===== config.mk =====
export PLATFORM = sky130hd
export DESIGN_NAME = mem_arbiter
export DESIGN_NICKNAME = d
export VERILOG_FILES = /design/src/rtl/mem_arbiter.sv
export SDC_FILE = /design/constraint.sdc
export NUM_CORES = 1
export LEC_CHECK = 0
export CELL_PAD_IN_SITES_DETAIL_PLACEMENT = 0
export CELL_PAD_IN_SITES_GLOBAL_PLACEMENT = 1
export CORE_MARGIN = 10
export CORE_UTILIZATION = 28
export DETAILED_ROUTE_END_ITERATION = 10
export PLACE_DENSITY_LB_ADDON = 0.25
export SLEW_MARGIN = 20
export SYNTH_ARGS = -nofsm -noshare
export SYNTH_HDL_FRONTEND = slang
export SYNTH_SLANG_ARGS = --single-unit
export TNS_END_PERCENT = 50

===== constraint.sdc =====
create_clock -name clk -period 2.51 [get_ports clk]
set_input_delay 0.6275 -clock clk [delete_from_list [all_inputs] [get_ports clk]]
set_output_delay 0.6275 -clock clk [all_outputs]
set_load 0.03 [all_outputs]

===== src/rtl/mem_arbiter.sv =====
// ---------------------------------------------------------------------------
// mem_arbiter
//
// Shares one multi-cycle main memory between the I-cache and D-cache miss
// handlers. Each side asks for either a line fill or (D only) a single-word
// write. The arbiter picks one owner, issues the reads or the write on the
// memory port, and steers the returning words back to the owner.
//
// Handshake: a side raises req and holds it until its done pulse. A request
// is only looked at while the arbiter is IDLE. gnt is high from the first
// issue cycle through done. rvalid qualifies rdata/widx for the owner, and
// done pulses with the last rvalid of a fill (or in the single write cycle).
// Dropping req or changing the address after the grant has no effect.
//
// Ports
//   clk, rst_n            clock (rising edge), async active-low reset
//   i_req, i_addr         I-cache fill request and address
//   i_gnt, i_rvalid, i_done
//   d_req, d_wr, d_addr, d_wdata   D-cache request (d_wr=1 single write)
//   d_gnt, d_rvalid, d_done
//   rdata, widx           returned word and its index within the line
//   mem_enable, mem_wr, mem_addr, mem_wdata   memory request port
//   mem_rdata, mem_data_valid                 memory return port
//
// Configuration macro
//   MEM_ARB_ROUND_ROBIN_EN  defined: ties go to the side not granted last.
//                           undefined: D always beats I.
// ---------------------------------------------------------------------------
module mem_arbiter #(
    parameter int LINE_WORDS = 8,
    parameter int IDX_W      = 3
) (
    input  logic             clk,
    input  logic             rst_n,
    input  logic             i_req,
    input  logic [15:0]      i_addr,
    output logic             i_gnt,
    output logic             i_rvalid,
    output logic             i_done,
    input  logic             d_req,
    input  logic             d_wr,
    input  logic [15:0]      d_addr,
    input  logic [15:0]      d_wdata,
    output logic             d_gnt,
    output logic             d_rvalid,
    output logic             d_done,
    output logic [15:0]      rdata,
    output logic [IDX_W-1:0] widx,
    output logic             mem_enable,
    output logic             mem_wr,
    output logic [15:0]      mem_addr,
    output logic [15:0]      mem_wdata,
    input  logic [15:0]      mem_rdata,
    input  logic             mem_data_valid
);

    typedef enum logic [1:0] {
        IDLE  = 2'd0,
        FILL  = 2'd1,
        WRITE = 2'd2
    } state_t;

    // Counters carry one extra bit so that LINE_WORDS itself is representable
    // and the issue counter can park there without wrapping.
    localparam int               CNT_W     = IDX_W + 1;
    localparam logic [CNT_W-1:0] CNT_FULL  = CNT_W'(LINE_WORDS);
    localparam logic [CNT_W-1:0] CNT_LAST  = CNT_W'(LINE_WORDS - 1);
    // Clears the byte offset within a line (2 bytes per word).
    localparam logic [15:0]      LINE_MASK = ~16'((2 * LINE_WORDS) - 1);

    state_t           state;
    state_t           state_nxt;
    logic             owner_d;     // 1: D owns the current fill
    logic [15:0]      addr_q;      // line base for a fill, word address for a write
    logic [15:0]      wdata_q;
    logic [CNT_W-1:0] iss_cnt;
    logic [CNT_W-1:0] rcv_cnt;

    logic             req_any;
    logic             win_d;
    logic             issuing;
    logic             rd_take;
    logic             rd_last;

`ifdef MEM_ARB_ROUND_ROBIN_EN
    logic             last_d;      // 1: D was granted most recently
`endif

    // ---------------------------------------------------------------------
    // Arbitration
    // ---------------------------------------------------------------------
    assign req_any = i_req | d_req;

`ifdef MEM_ARB_ROUND_ROBIN_EN
    // On a tie, the side that did not win last time goes first.
    assign win_d = d_req & (~i_req | ~last_d);
`else
    assign win_d = d_req;
`endif

    // ---------------------------------------------------------------------
    // Fill datapath qualifiers
    // ---------------------------------------------------------------------
    assign issuing = (state == FILL) && (iss_cnt < CNT_FULL);
    // Returns outside FILL, or beyond the line, are dropped here.
    assign rd_take = (state == FILL) && mem_data_valid && (rcv_cnt < CNT_FULL);
    assign rd_last = rd_take && (rcv_cnt == CNT_LAST);

    // ---------------------------------------------------------------------
    // State register and datapath registers
    // ---------------------------------------------------------------------
    always_ff @(posedge clk or negedge rst_n) begin
        if (!rst_n) begin
            state   <= IDLE;
            owner_d <= 1'b0;
            addr_q  <= '0;
            wdata_q <= '0;
            iss_cnt <= '0;
            rcv_cnt <= '0;
`ifdef MEM_ARB_ROUND_ROBIN_EN
            last_d  <= 1'b0;
`endif
        end else begin
            state <= state_nxt;
            case (state)
                IDLE: begin
                    if (req_any) begin
                        owner_d <= win_d;
                        iss_cnt <= '0;
                        rcv_cnt <= '0;
`ifdef MEM_ARB_ROUND_ROBIN_EN
                        last_d  <= win_d;
`endif
                        if (win_d && d_wr) begin
                            addr_q  <= d_addr;
                            wdata_q <= d_wdata;
                        end else if (win_d) begin
                            addr_q  <= d_addr & LINE_MASK;
                        end else begin
                            addr_q  <= i_addr & LINE_MASK;
                        end
                    end
                end
                FILL: begin
                    if (issuing) begin
                        iss_cnt <= iss_cnt + 1'b1;
                    end
                    if (rd_take) begin
                        rcv_cnt <= rcv_cnt + 1'b1;
                    end
                end
                default: begin
                end
            endcase
        end
    end

    // ---------------------------------------------------------------------
    // Next-state logic
    // ---------------------------------------------------------------------
    always_comb begin
        state_nxt = state;
        case (state)
            IDLE: begin
                if (req_any) begin
                    state_nxt = (win_d && d_wr) ? WRITE : FILL;
                end
            end
            FILL: begin
                if (rd_last) begin
                    state_nxt = IDLE;
                end
            end
            WRITE:   state_nxt = IDLE;
            default: state_nxt = IDLE;
        endcase
    end

    // ---------------------------------------------------------------------
    // Outputs: combinational from state and counters
    // ---------------------------------------------------------------------
    always_comb begin
        i_gnt      = 1'b0;
        i_rvalid   = 1'b0;
        i_done     = 1'b0;
        d_gnt      = 1'b0;
        d_rvalid   = 1'b0;
        d_done     = 1'b0;
        widx       = '0;
        mem_enable = 1'b0;
        mem_wr     = 1'b0;
        mem_addr   = '0;
        mem_wdata  = '0;
        case (state)
            FILL: begin
                i_gnt    = ~owner_d;
                d_gnt    = owner_d;
                i_rvalid = rd_take & ~owner_d;
                d_rvalid = rd_take & owner_d;
                i_done   = rd_last & ~owner_d;
                d_done   = rd_last & owner_d;
                if (rd_take) begin
                    widx = rcv_cnt[IDX_W-1:0];
                end
                if (issuing) begin
                    mem_enable = 1'b1;
                    mem_addr   = addr_q + (16'(iss_cnt) << 1);
                end
            end
            WRITE: begin
                d_gnt      = 1'b1;
                d_done     = 1'b1;
                mem_enable = 1'b1;
                mem_wr     = 1'b1;
                mem_addr   = addr_q;
                mem_wdata  = wdata_q;
            end
            default: begin
            end
        endcase
    end

    assign rdata = mem_rdata;

endmodule

==> out/qor.yml, run 1 <==
synthesis.nets: 386
dieArea_um2: 15100
fin_crit_ns: 2.83
diodes: 0
syn_inst: 306
synth_edf_count: 0
synth.most_common_cell: "dfrtp_1"
io_buffers: 92
power_density_nw_per_um2: 1040
fin_cells: 549
drcViolationCount: 0
wl_per_cell_um: 16.0
worstMarginPinSlew_ns: 0.557
vias_per_cell: 4.75
slew_viol_final: 0
drt_iter0_markers: 147
clk_latency_ns: 0.30
worst_ep_arrival_time_ns: 2.20
ys_warn_count: 0
synth_top_area_share_pct: 36.2
required_ns: 1.88
antenna_found_initial: 0
setup_slack_ns: -0.320
grt_max_degree: 44
route.vias.total: 2610
nets: 493
dp.cells: 528
io_pins: 129
gp_congestion: 0.764
crit_path_end_kind: "primary output"
die_y_um: 123
area_growth_pct: 54.4
fin_tns_setup_ns: -2.82
finalHoldViolCount: 0
dp_hpwl_um: 6790
rows: 37
die_w_um: 123
syn_area_per_cell_um2: 9.70
cts_sinks: 43
clkTransAtPathRegs_ns: 0.09
synth_seq_cells: 43
post_route_cells_drive_above_1_share_pct: 37.8
holdCritPathClass: "in -> async"
grt_pass1_vias: 2841
ant_nets: 0
ys_types: 57
fmax_mhz: 353
cp_max_fo: 4
violations: "setup timing"
finalSetupViolations: 12
critPathKind: "reg -> out"
skew_ns: 0.00890
cts_htree_levels: 2
synth_top_area_cell: "dfrtp_1"
yosys-top-cells-count: "43 x dfrtp_1, 32 x nand2_1, 30 x o21ai_0, 24 x and2_1, 19 x buf_4"
slew_headroom_pct: 62.9
maxCapViolCount: 0
grtUsageTotal_pct: 11.5
synth_area_um2: 2970
cts_tree: "done"
synthFlopType: "dfrtp_1"
vdd_drop_max_mv: 0.487
core_um2: 10300
ys_async_sr_fraction_pct: 100
worstSetupStartpointType: "flip-flop"
status: "finished, violations left"
synthTopCellsByArea: "dfrtp_1 36%, and2_1 5.1%, o21ai_0 5.1%"
finalWirelength_um: 8770
finalCritPeriodShare_pct: 113
start_util_pct: 28.8
root_buffer: "clkbuf_8"
cts_max_path_buffers: 2
drtPass1Iterations: 4
rsz0062_at_grt: "yes"
p_leak_nw: 1.99
synth-seq-area-share_pct: 36.2
cts_made_buffers: 5
grt_pass1_wl_um: 14100
grt-ovfl-total: 0
==> layer usage <==
metal  vias to the layer above  routed length (µm)  track usage, %
met5                         -                   0               0
met4                         0                  61            2.84
met2                        65                4230            18.5
met3                         9                 744            4.65
met1                      1246                3730            14.0
li1                       1290                   -               -
==> final timing paths <==
check	startpoint	endpoint	slack, ns	cells past startpoint
min in group clk	rcv_cnt[3]	rcv_cnt[3]	0.48	1
setup reg to reg	state[1]	state[0]	0.73	8
setup / recovery	iss_cnt[0]	mem_addr[13]	-0.32	8
hold reg to reg	rcv_cnt[3]	rcv_cnt[3]	0.48	1
hold / removal	rst_n	addr_q[13]	0.40	2
max in group asynchronous	rst_n	wdata_q[1]	1.72	2
==> area by class of cell <==
class,count,area (µm²)
clock buffer,5,68.8
clock inverter,2,37.5
fill,994,5740
inverter,7,26.3
multi-input combinational,224,1910
sequential,43,1080
tap,136,170
timing repair buffer,132,1290
==> worst max-delay path, stage by stage (launching register included) <==
cell	delay (ns)
dfrtp_1	0.36
ha_2	0.19
inv_2	0.04
fa_2	0.34
nand2b_4	0.19
a21o_4	0.25
o311ai_4	0.27
o31ai_4	0.12
buf_6	0.15
==> per-stage QoR <==
step / instance area [µm²] / setup WS [ns] / hold WS (ns) / util [%] / power, mW
after floorplan: 3020 / 0.00162 / 0.332 / - / 2.86
after global placement: 4110 / -0.0995 / 0.466 / 39.8 / 3.83
after detailed placement: 4110 / -0.137 / 0.469 / 39.8 / 3.86
after CTS: 4350 / -0.360 / 0.428 / 42.2 / 4.53
after global routing: 4580 / -0.390 / 0.454 / 44.4 / 5.12
final: 4580 / -0.320 / 0.397 / 44.4 / 4.77
==> cells by family after synthesis <==
group                      synth area share, %
xor gates and xnor gates                 0.590
adders and majority gates                 4.47
AOI/OAI and AO/OA                         18.1
and+or+nand+nor                           20.4
buffers and inverters                     8.26
muxes                                     12.0
DFF                                       36.2
==> registers in the layout, indices dropped and copies added (netlist names) <==
| register | count |
|---|---|
| state | 2 |
| rcv_cnt | 4 |
| owner_d | 1 |
| wdata_q | 16 |
| iss_cnt | 4 |
| addr_q | 16 |
==> power breakdown <==
part	leakage, nW	total [mW]	switching (mW)	internal, mW
clock	0.0502	0.537	0.245	0.291
sequential	0.535	1.30	0.307	0.992
combinational	1.41	2.93	1.47	1.46
total	1.99	4.77	2.03	2.74
==> cell usage in the layout (no fill, tap or decap), drive strengths merged, types with 2 or more instances in the layout <==
cell type,instances
o21ai,33
and2,24
mux2i,13
nor3,2
nand2b,5
a21o,7
clkdlybuf4s50,48
inv,7
nand3,11
nor2b,8
and3b,2
ha,9
a32oi,3
nand2,32
a22o,6
mux2,17
nor4,3
nor2,10
a41oi,2
clkbuf,5
o311ai,3
a21oi,6
buf,83
xor2,2
a31oi,4
and3,2
dfrtp,43
==> timing repair <==
item                                    CTS  global route
endpoints found under the setup margin   19            41
hold buffers                              0             0
cloned                                    0             0
resized for setup                        24            36
buffers inserted                          4            10
pin swaps                                 9            13
endpoints found under the hold margin     0             0
No activity file was read; power rests on OpenSTA's default activity.
==> run 2, diff against run 1 <==
--- a/config.mk
+++ b/config.mk
@@ -5,6 +5,7 @@
 export SDC_FILE = /design/constraint.sdc
 export NUM_CORES = 1
 export LEC_CHECK = 0
+export ABC_CLOCK_PERIOD_IN_PS = 2510
 export CELL_PAD_IN_SITES_DETAIL_PLACEMENT = 0
 export CELL_PAD_IN_SITES_GLOBAL_PLACEMENT = 1
 export CORE_MARGIN = 10
==> results of run 2 <==
Final layout, timing and power as in run 1 (identical DEF).
==> run 3, diff against run 2 <==
--- a/config.mk
+++ b/config.mk
@@ -11,7 +11,7 @@
 export CORE_MARGIN = 10
 export CORE_UTILIZATION = 28
 export DETAILED_ROUTE_END_ITERATION = 10
-export PLACE_DENSITY_LB_ADDON = 0.25
+export PLACE_DENSITY = 0.84
 export SLEW_MARGIN = 20
 export SYNTH_ARGS = -nofsm -noshare
 export SYNTH_HDL_FRONTEND = slang
==> run 3 against run 2 <==
The flow still finishes with violations (setup timing). Via count up 0.19%. Global-route usage down 0.43 points. Critical path depth fell by 1. Register-to-register slack improved by 0.02 ns. Wire length about the same. Non-clock buffer count down 8. Setup slack better by 0.016 ns. Final area shrank 1.7%. Core utilization is 0.74 points lower. Cell count fell by 1.3%. Clock power rose by 18%. Largest cell class unchanged. Largest power group unchanged. Highest routed layer unchanged.
==> out/qor.yml, run 3 (synthesized netlist as in run 1, its figures left out) <==
status: "finished, violations left"
violations: "setup timing"
grt_max_degree: 28
rsz0062_at_grt: "yes"
io_buffers: 92
cts_sinks: 43
fin_crit_ns: 2.81
crit_path_end_kind: "primary output"
cts_made_buffers: 5
reg_top3: "addr_q: 16 flops, wdata_q: 16 flops"
root_buffer: "clkbuf_8"
die_y_um: 123
vias_per_cell: 4.82
power.net_switching_mw: 1.98
io_pins: 129
dp_hpwl_um: 6870
finalSetupViolations: 12
finalCritPeriodShare_pct: 112
core_um2: 10300
grt_pass1_wl_um: 13700
r2r_start: "state[0]"
wl_per_cell_um: 16.2
worst_ep_arrival_time_ns: 2.19
pwr-share-clk_pct: 13.4
slew_headroom_pct: 68.4
skew_ns: 0.00592
ant_nets: 0
start_util_pct: 28.8
seqPwrFrac_pct: 27.6
finalWirelength_um: 8760
critPathKind: "reg -> out"
power_density_nw_per_um2: 1050
p_leak_nw: 1.96
worstReg2RegEnd: "rcv_cnt[3]"
cts_tree: "done"
p_comb_share_pct: 59.1
maxCapViolCount: 0
post_route_cells_drive_above_1_share_pct: 35.7
cts_htree_levels: 2
rows: 37
die_w_um: 123
clkTransAtPathRegs_ns: 0.08
setup_slack_ns: -0.304
drcViolationCount: 0
p_int_mw: 2.77
grtUsageTotal_pct: 11.0
drt_iter0_markers: 79
mostFrequentLayoutCells: "57 x buf_4, 48 x clkdlybuf4s50_1, 42 x dfrtp_1, 31 x nand2_1"
nets: 485
slew_viol_final: 0
r2r_slack_ns: 0.75
gp_congestion: 0.752
dieArea_um2: 15100
worstSetupStartpointType: "flip-flop"
switching_share_pct: 41.7
required_ns: 1.88
holdCritPathClass: "in -> async"
holdBufCountCts: 0
grt_pass1_vias: 2811
fin_tns_setup_ns: -2.47
finalHoldViolCount: 0
cp_max_fo: 4
drtPass1Iterations: 4
cts_max_path_buffers: 2
final_common_cell: "buf_4"
route.vias.total: 2615
clk_latency_ns: 0.29
antenna_found_initial: 0
area_growth_pct: 51.8
dp.cells: 525
diodes: 0
fmax_mhz: 355
reg2regPathDepth: 8
grt-ovfl-total: 0
worstMarginPinSlew_ns: 0.473
fin_cells: 542
vdd_drop_max_mv: 0.432
[run 3: cell types whose count changed in the layout (fill, tap and decap cells not counted), moves of 2 or more]
cell / delta
and2_1: +2
and2_4: -2
buf_4: -2
buf_6: -6
nor2b_1: +2
nor4_1: -2
nor4_2: +2
[run 3: cell type report]
cell class              instances  area [µm²]
clock buffers                   6        72.6
clock inverters                 2        60.1
fillers                       982        5820
inverters                       7        26.3
multi-input cells             224        1870
flip-flops and latches         43        1080
well taps                     136         170
repair buffers                124        1230
[run 3: critical path, cell delays in order (launching register included)]
cell,delay (ns)
dfrtp_1,0.39
ha_2,0.19
buf_4,0.14
a211o_4,0.35
a21oi_4,0.25
o21ai_1,0.10
a31oi_1,0.19
bufbuf_16,0.29
[run 3: repair_timing]
action,CTS,global route
buffers inserted,6,4
gates resized for setup,34,13
pin swaps,17,14
hold endpoints to repair,0,0
endpoints found under the setup margin,22,18
[run 3: power groups by stage]
| stage | clock network [mW] | registers, mW | logic [mW] |
|---|---|---|---|
| 5_1_grt | 0.692 | 1.36 | 3.02 |
| 6_report | 0.634 | 1.31 | 2.80 |
| 2_1_floorplan | 0 | 1.20 | 1.66 |
| 4_1_cts | 0.658 | 1.31 | 2.73 |
| 3_3_place_gp | 0 | 1.27 | 2.45 |
| 3_5_place_dp | 0 | 1.29 | 2.52 |
[run 3: per-stage QoR]
| stage | hold slack, ns | setup slack [ns] | util, % | area, µm² | power (mW) |
|---|---|---|---|---|---|
| 4_1_cts | 0.288 | -0.342 | 42.7 | 4410 | 4.69 |
| 3_3_place_gp | 0.465 | -0.0709 | 39.6 | 4090 | 3.73 |
| 6_report | 0.278 | -0.304 | 43.7 | 4510 | 4.75 |
| 5_1_grt | 0.291 | -0.391 | 43.7 | 4510 | 5.08 |
| 3_5_place_dp | 0.470 | -0.112 | 39.6 | 4090 | 3.81 |
| 2_1_floorplan | 0.332 | 0.00162 | - | 3020 | 2.86 |
[run 3: how the worst max path moves through the flow]
stage | cells after the start | from | slack (ns) | endpoint
after floorplan | 7 | iss_cnt[0] | 0.002 | mem_addr[13]
after global placement | 8 | addr_q[1] | -0.07 | mem_addr[13]
after detailed placement | 8 | iss_cnt[0] | -0.11 | mem_addr[13]
after CTS | 8 | addr_q[1] | -0.34 | mem_addr[9]
after global routing | 7 | addr_q[1] | -0.39 | mem_addr[10]
final | 7 | addr_q[1] | -0.30 | mem_addr[10]
[run 3: layer usage]
layer | vias to the layer above | track usage [%] | wire length [µm]
met5 | - | 0 | 0
met2 | 78 | 20.0 | 4670
met3 | 9 | 3.92 | 693
met4 | 0 | 2.98 | 103
met1 | 1267 | 12.0 | 3300
li1 | 1261 | - | -
==> edit 1 (config.mk and constraints of run 2) <==
The option `MEM_ARB_ROUND_ROBIN_EN` is turned on by a define.
--- a/src/rtl/mem_arbiter.sv
+++ b/src/rtl/mem_arbiter.sv
@@ -28,2 +28,4 @@
 // ---------------------------------------------------------------------------
+`define MEM_ARB_ROUND_ROBIN_EN
+
 module mem_arbiter #(
Check against the original RTL: not equivalent (Yosys sat finds a counterexample within 4 cycles, from zero or initial values and one cycle with rst_n low).
==> edit 1 against run 2 <==
- the flow still finishes with violations (setup timing)
- non-clock buffer count shrank 6
- final area shrank 2.2%
- largest power group unchanged
- hold slack lost 0.16 ns
- area after synthesis shrank 2.4%
- synthesized cell count grew 2.6%
- final cell count grew 0.55%
- largest cell class unchanged
- total power shrank 5.0%
- die area shrank 2.0%
- sequential cell count is the same
- worst setup slack lost 0.015 ns
- routed wire length grew 3.0%
- critical path type unchanged
- first-iteration DRC count shrank 8.8%
==> edit 1: results <==
metrics = {
    "run_status": {
        "status": "finished, violations left",
        "violations": "setup timing",
    },
    "pwr": {
        "peakVddDrop_v": 0.000377,
        "p_leak_nw": 1.97,
    },
    "worst_setup_path": {
        "r2r_start": "state[0]",
        "slowest_delay_ns": 0.37,
        "worst_ep_arrival_time_ns": 2.22,
        "worstSetupStartpoint": "addr_q[1]",
    },
    "yosys": {
        "synth_xor_area_share_pct": 0.604,
        "synth_fp_nets": 394,
        "ys_types": 47,
        "seq_area_frac_synth_pct": 37.1,
        "muxShareOfSynthArea_pct": 12.4,
        "synthAdderAreaFrac_pct": 4.57,
        "synth.top_cells.by_count": "dfrtp_1 (43), nand2_1 (38), o21ai_0 (32)",
        "synth_compound_area_share_pct": 17.9,
        "yosysWarnings": 0,
        "synth.area.top_cells": "dfrtp_1 (37%), o21ai_0 (5.5%), and2_1 (5.2%)",
    },
    "sta": {
        "finClkSkew_ns": 0.00836,
        "worst_slew_pin_slew_ns": 0.509,
        "final.setup.worst_slack_ns": -0.335,
        "fin_tns_setup_ns": -3.29,
        "setup_violations": 14,
    },
    "placed_design": {
        "gp_congestion": 0.773,
        "io_buffers": 92,
        "place_hpwl_um": 6950,
        "pre_cts_ws_ns": -0.155,
    },
    "clocking": {
        "numCtsBuffers": 5,
        "clock_path_buffers": 2,
        "htreeDepth": 2,
    },
    "global_route": {
        "grt_use_total_pct": 11.9,
        "grt_max_degree": 28,
        "grt_pass1_wl_um": 14300,
        "grt_pass1_vias": 2684,
    },
    "routing": {
        "met1_length_um": 3730,
        "drt-total-wl_um": 9030,
        "top_layer": "met4",
        "drt_first_pass_iters": 4,
        "dr_wl_met3_um": 696,
        "wl_met2_um": 4470,
        "vias": 2625,
        "drt_iter0_drc": 134,
    },
    "cells_and_area": {
        "nFillCells": 1013,
        "drive_gt1_share_pct": 34.4,
        "nNetsFinal": 495,
        "top_regs": "addr_q (16), wdata_q (16)",
    },
    "hold_path": {
        "hp-class": "in -> async",
    },
}
## edit 1: layout make-up
cell class	instances	share of cell area [%]
inverter	8	0.669
timing repair buffer	126	27.6
clock buffer	6	1.84
tap	136	3.79
clock inverter	2	0.781
sequential	43	24.0
multi-input combinational	231	41.3
## edit 1: power by group
part / switching [mW] / internal [mW] / leakage (nW)
registers: 0.286 / 0.986 / 0.537
clock network: 0.248 / 0.322 / 0.0612
logic: 1.40 / 1.28 / 1.38
## edit 1: final timing paths
check	end	slack [ns]	cells after the start
max	mem_addr[9]	-0.33	8
min	wdata_q[15]	0.24	1
max reg2reg	state[0]	0.52	8
min reg2reg	wdata_q[12]	0.51	1
max in group asynchronous	addr_q[15]	1.55	2
min in group clk	wdata_q[12]	0.51	1
## edit 1: stage by stage
stage	area, um^2	cells	utilization [%]	hold WS (ns)
2_1_floorplan	2970	314	-	0.332
3_3_place_gp	4100	540	40.3	0.483
3_5_place_dp	4100	540	40.3	0.486
4_1_cts	4380	550	43.0	0.247
5_1_grt	4490	552	44.0	0.257
6_report	4490	552	44.0	0.239
## edit 1: cells by family after synthesis
logic type,after synthesis
muxes,30
buffers and inverters,40
DFF,43
and+or+nand+nor,110
adders and majority gates,10
AOI/OAI and AO/OA,79
xor gates and xnor gates,2
## edit 1: what timing repair did
action	CTS	global route
endpoints found under the setup margin	18	18
pin swaps	14	11
resized for setup	33	22
setup buffers	2	2
## edit 1: worst max-delay path, delay by kind of cell, from the launching register on
family / cells / cell delay [ns]
buffers and inverters: 2 / 0.17
DFF: 1 / 0.37
adders and majority gates: 2 / 0.53
AOI/OAI and AO/OA: 3 / 0.66
and+or+nand+nor: 1 / 0.19
## edit 1: layer usage
layer	up-vias	track usage (%)
met3	9	4.12
met2	68	19.8
li1	1304	-
met1	1244	14.2
met5	-	0
met4	0	3.13
==> edit 2 (settings of run 2) <==
Made on the original files. Make the reset (`rst_n`) synchronous in one clocked block. Comments in the files are not updated.
--- a/src/rtl/mem_arbiter.sv
+++ b/src/rtl/mem_arbiter.sv
@@ -111,3 +111,3 @@
     // ---------------------------------------------------------------------
-    always_ff @(posedge clk or negedge rst_n) begin
+    always_ff @(posedge clk) begin
         if (!rst_n) begin
Behaviour: differs if rst_n is asserted again (counterexample within 4 cycles, from zero or initial values and one cycle with rst_n low); with rst_n held inactive, the same outputs for 10 cycles.
==> edit 2 against run 2 <==
- the run still ends with setup timing left
- count of clock-buffer cells in the layout grew 2
- via count grew 3.9%
- sequential cell count is the same
- worst setup slack lost 0.0023 ns
- maximum frequency is essentially flat
- final area shrank 4.9%
- routed wire length shrank 3.5%
- area after synthesis shrank 6.7%
- first-iteration DRC count shrank 29%
- global-route usage grew 0.24 points
Power is not compared: it rests on default switching activity, and its combinational part moved more than twofold at a synthesized area within 25%.
==> edit 2: results <==
metrics = {
    "cells_and_area": {
        "nNetsFinal": 524,
        "seq_cells": 43,
        "drive_gt1_share_pct": 28.8,
        "seq_share_pct": 20.1,
        "buffer_area_share_pct": 30.6,
        "nClkBuffers": 7,
        "nFillCells": 992,
        "buffers": 133,
        "nNonClkInverters": 10,
        "multi_input_area_share_pct": 42.3,
    },
    "yosys": {
        "syn_avg_cell_area_um2": 8.12,
        "synth_fp_nets": 421,
        "ys.flop_type": "dfxtp_1",
        "synth.top_cells.by_count": "nand2_1 (59), dfxtp_1 (43), and2_1 (24)",
        "seq_area_frac_synth_pct": 31.1,
        "ys_types": 55,
    },
    "sta": {
        "worst_slew_pin_slew_ns": 0.429,
        "setup_violations": 11,
        "finClkSkew_ns": 0.00630,
        "final.setup.worst_slack_ns": -0.323,
    },
    "run_status": {
        "violations": "setup timing",
        "status": "finished, violations left",
    },
    "global_route": {
        "grt_max_degree": 26,
        "grt_use_total_pct": 11.7,
        "use_met2_pct": 19.8,
        "grt_pass1_wl_um": 14000,
        "met1_usage_pct": 14.0,
    },
    "worst_setup_path": {
        "cp_max_fo": 5,
        "endpoint": "mem_addr[5]",
        "rr_worst_depth": 6,
        "r2r_setup_slack_ns": 0.66,
    },
    "routing": {
        "wl_per_cell_um": 14.7,
        "met1_length_um": 3890,
        "vias_per_cell": 4.70,
        "wl_met2_um": 3980,
        "drt_iter0_drc": 104,
        "drt-total-wl_um": 8460,
        "dr_wl_met3_um": 499,
    },
    "placed_design": {
        "pre_cts_ws_ns": -0.0777,
        "gp_congestion": 0.783,
        "dpl.cell_count": 562,
    },
    "clocking": {
        "post-cts-setup-buffers": 5,
        "cts_resized": 31,
    },
    "hold_path": {
        "hp-class": "reg -> reg",
    },
}
-- edit 2: changes by cell type after synthesis, moves of 8 or more --
cell / before / now
a21boi_0: 1 / 17
clkbuf_1: 6 / 15
dfrtp_1: 43 / 0
dfxtp_1: 0 / 43
mux2_2: 8 / 0
mux2_4: 9 / 0
nand2_1: 32 / 59
nor2_1: 10 / 20
o211a_1: 0 / 8
o21ai_0: 30 / 2
-- edit 2: logic make-up (layout without fill, tap and decap cells) --
kind of cell,after synthesis,in the layout,synth area share (%)
flops,43,43,31.1
compound gates,80,81,22.6
buf+inv,48,150,9.31
fa+ha+maj,10,10,4.79
simple gates,142,142,25.9
mux,14,14,5.06
xor+xnor,4,4,1.27
-- edit 2: power by group through the flow --
stage	combinational, mW	clock, mW	sequential, mW
finish	0.670	0.491	0.809
global route	0.739	0.536	0.822
CTS	0.673	0.513	0.807
detailed placement	0.649	0	0.819
global placement	0.642	0	0.817
floorplan	0.413	0	0.802
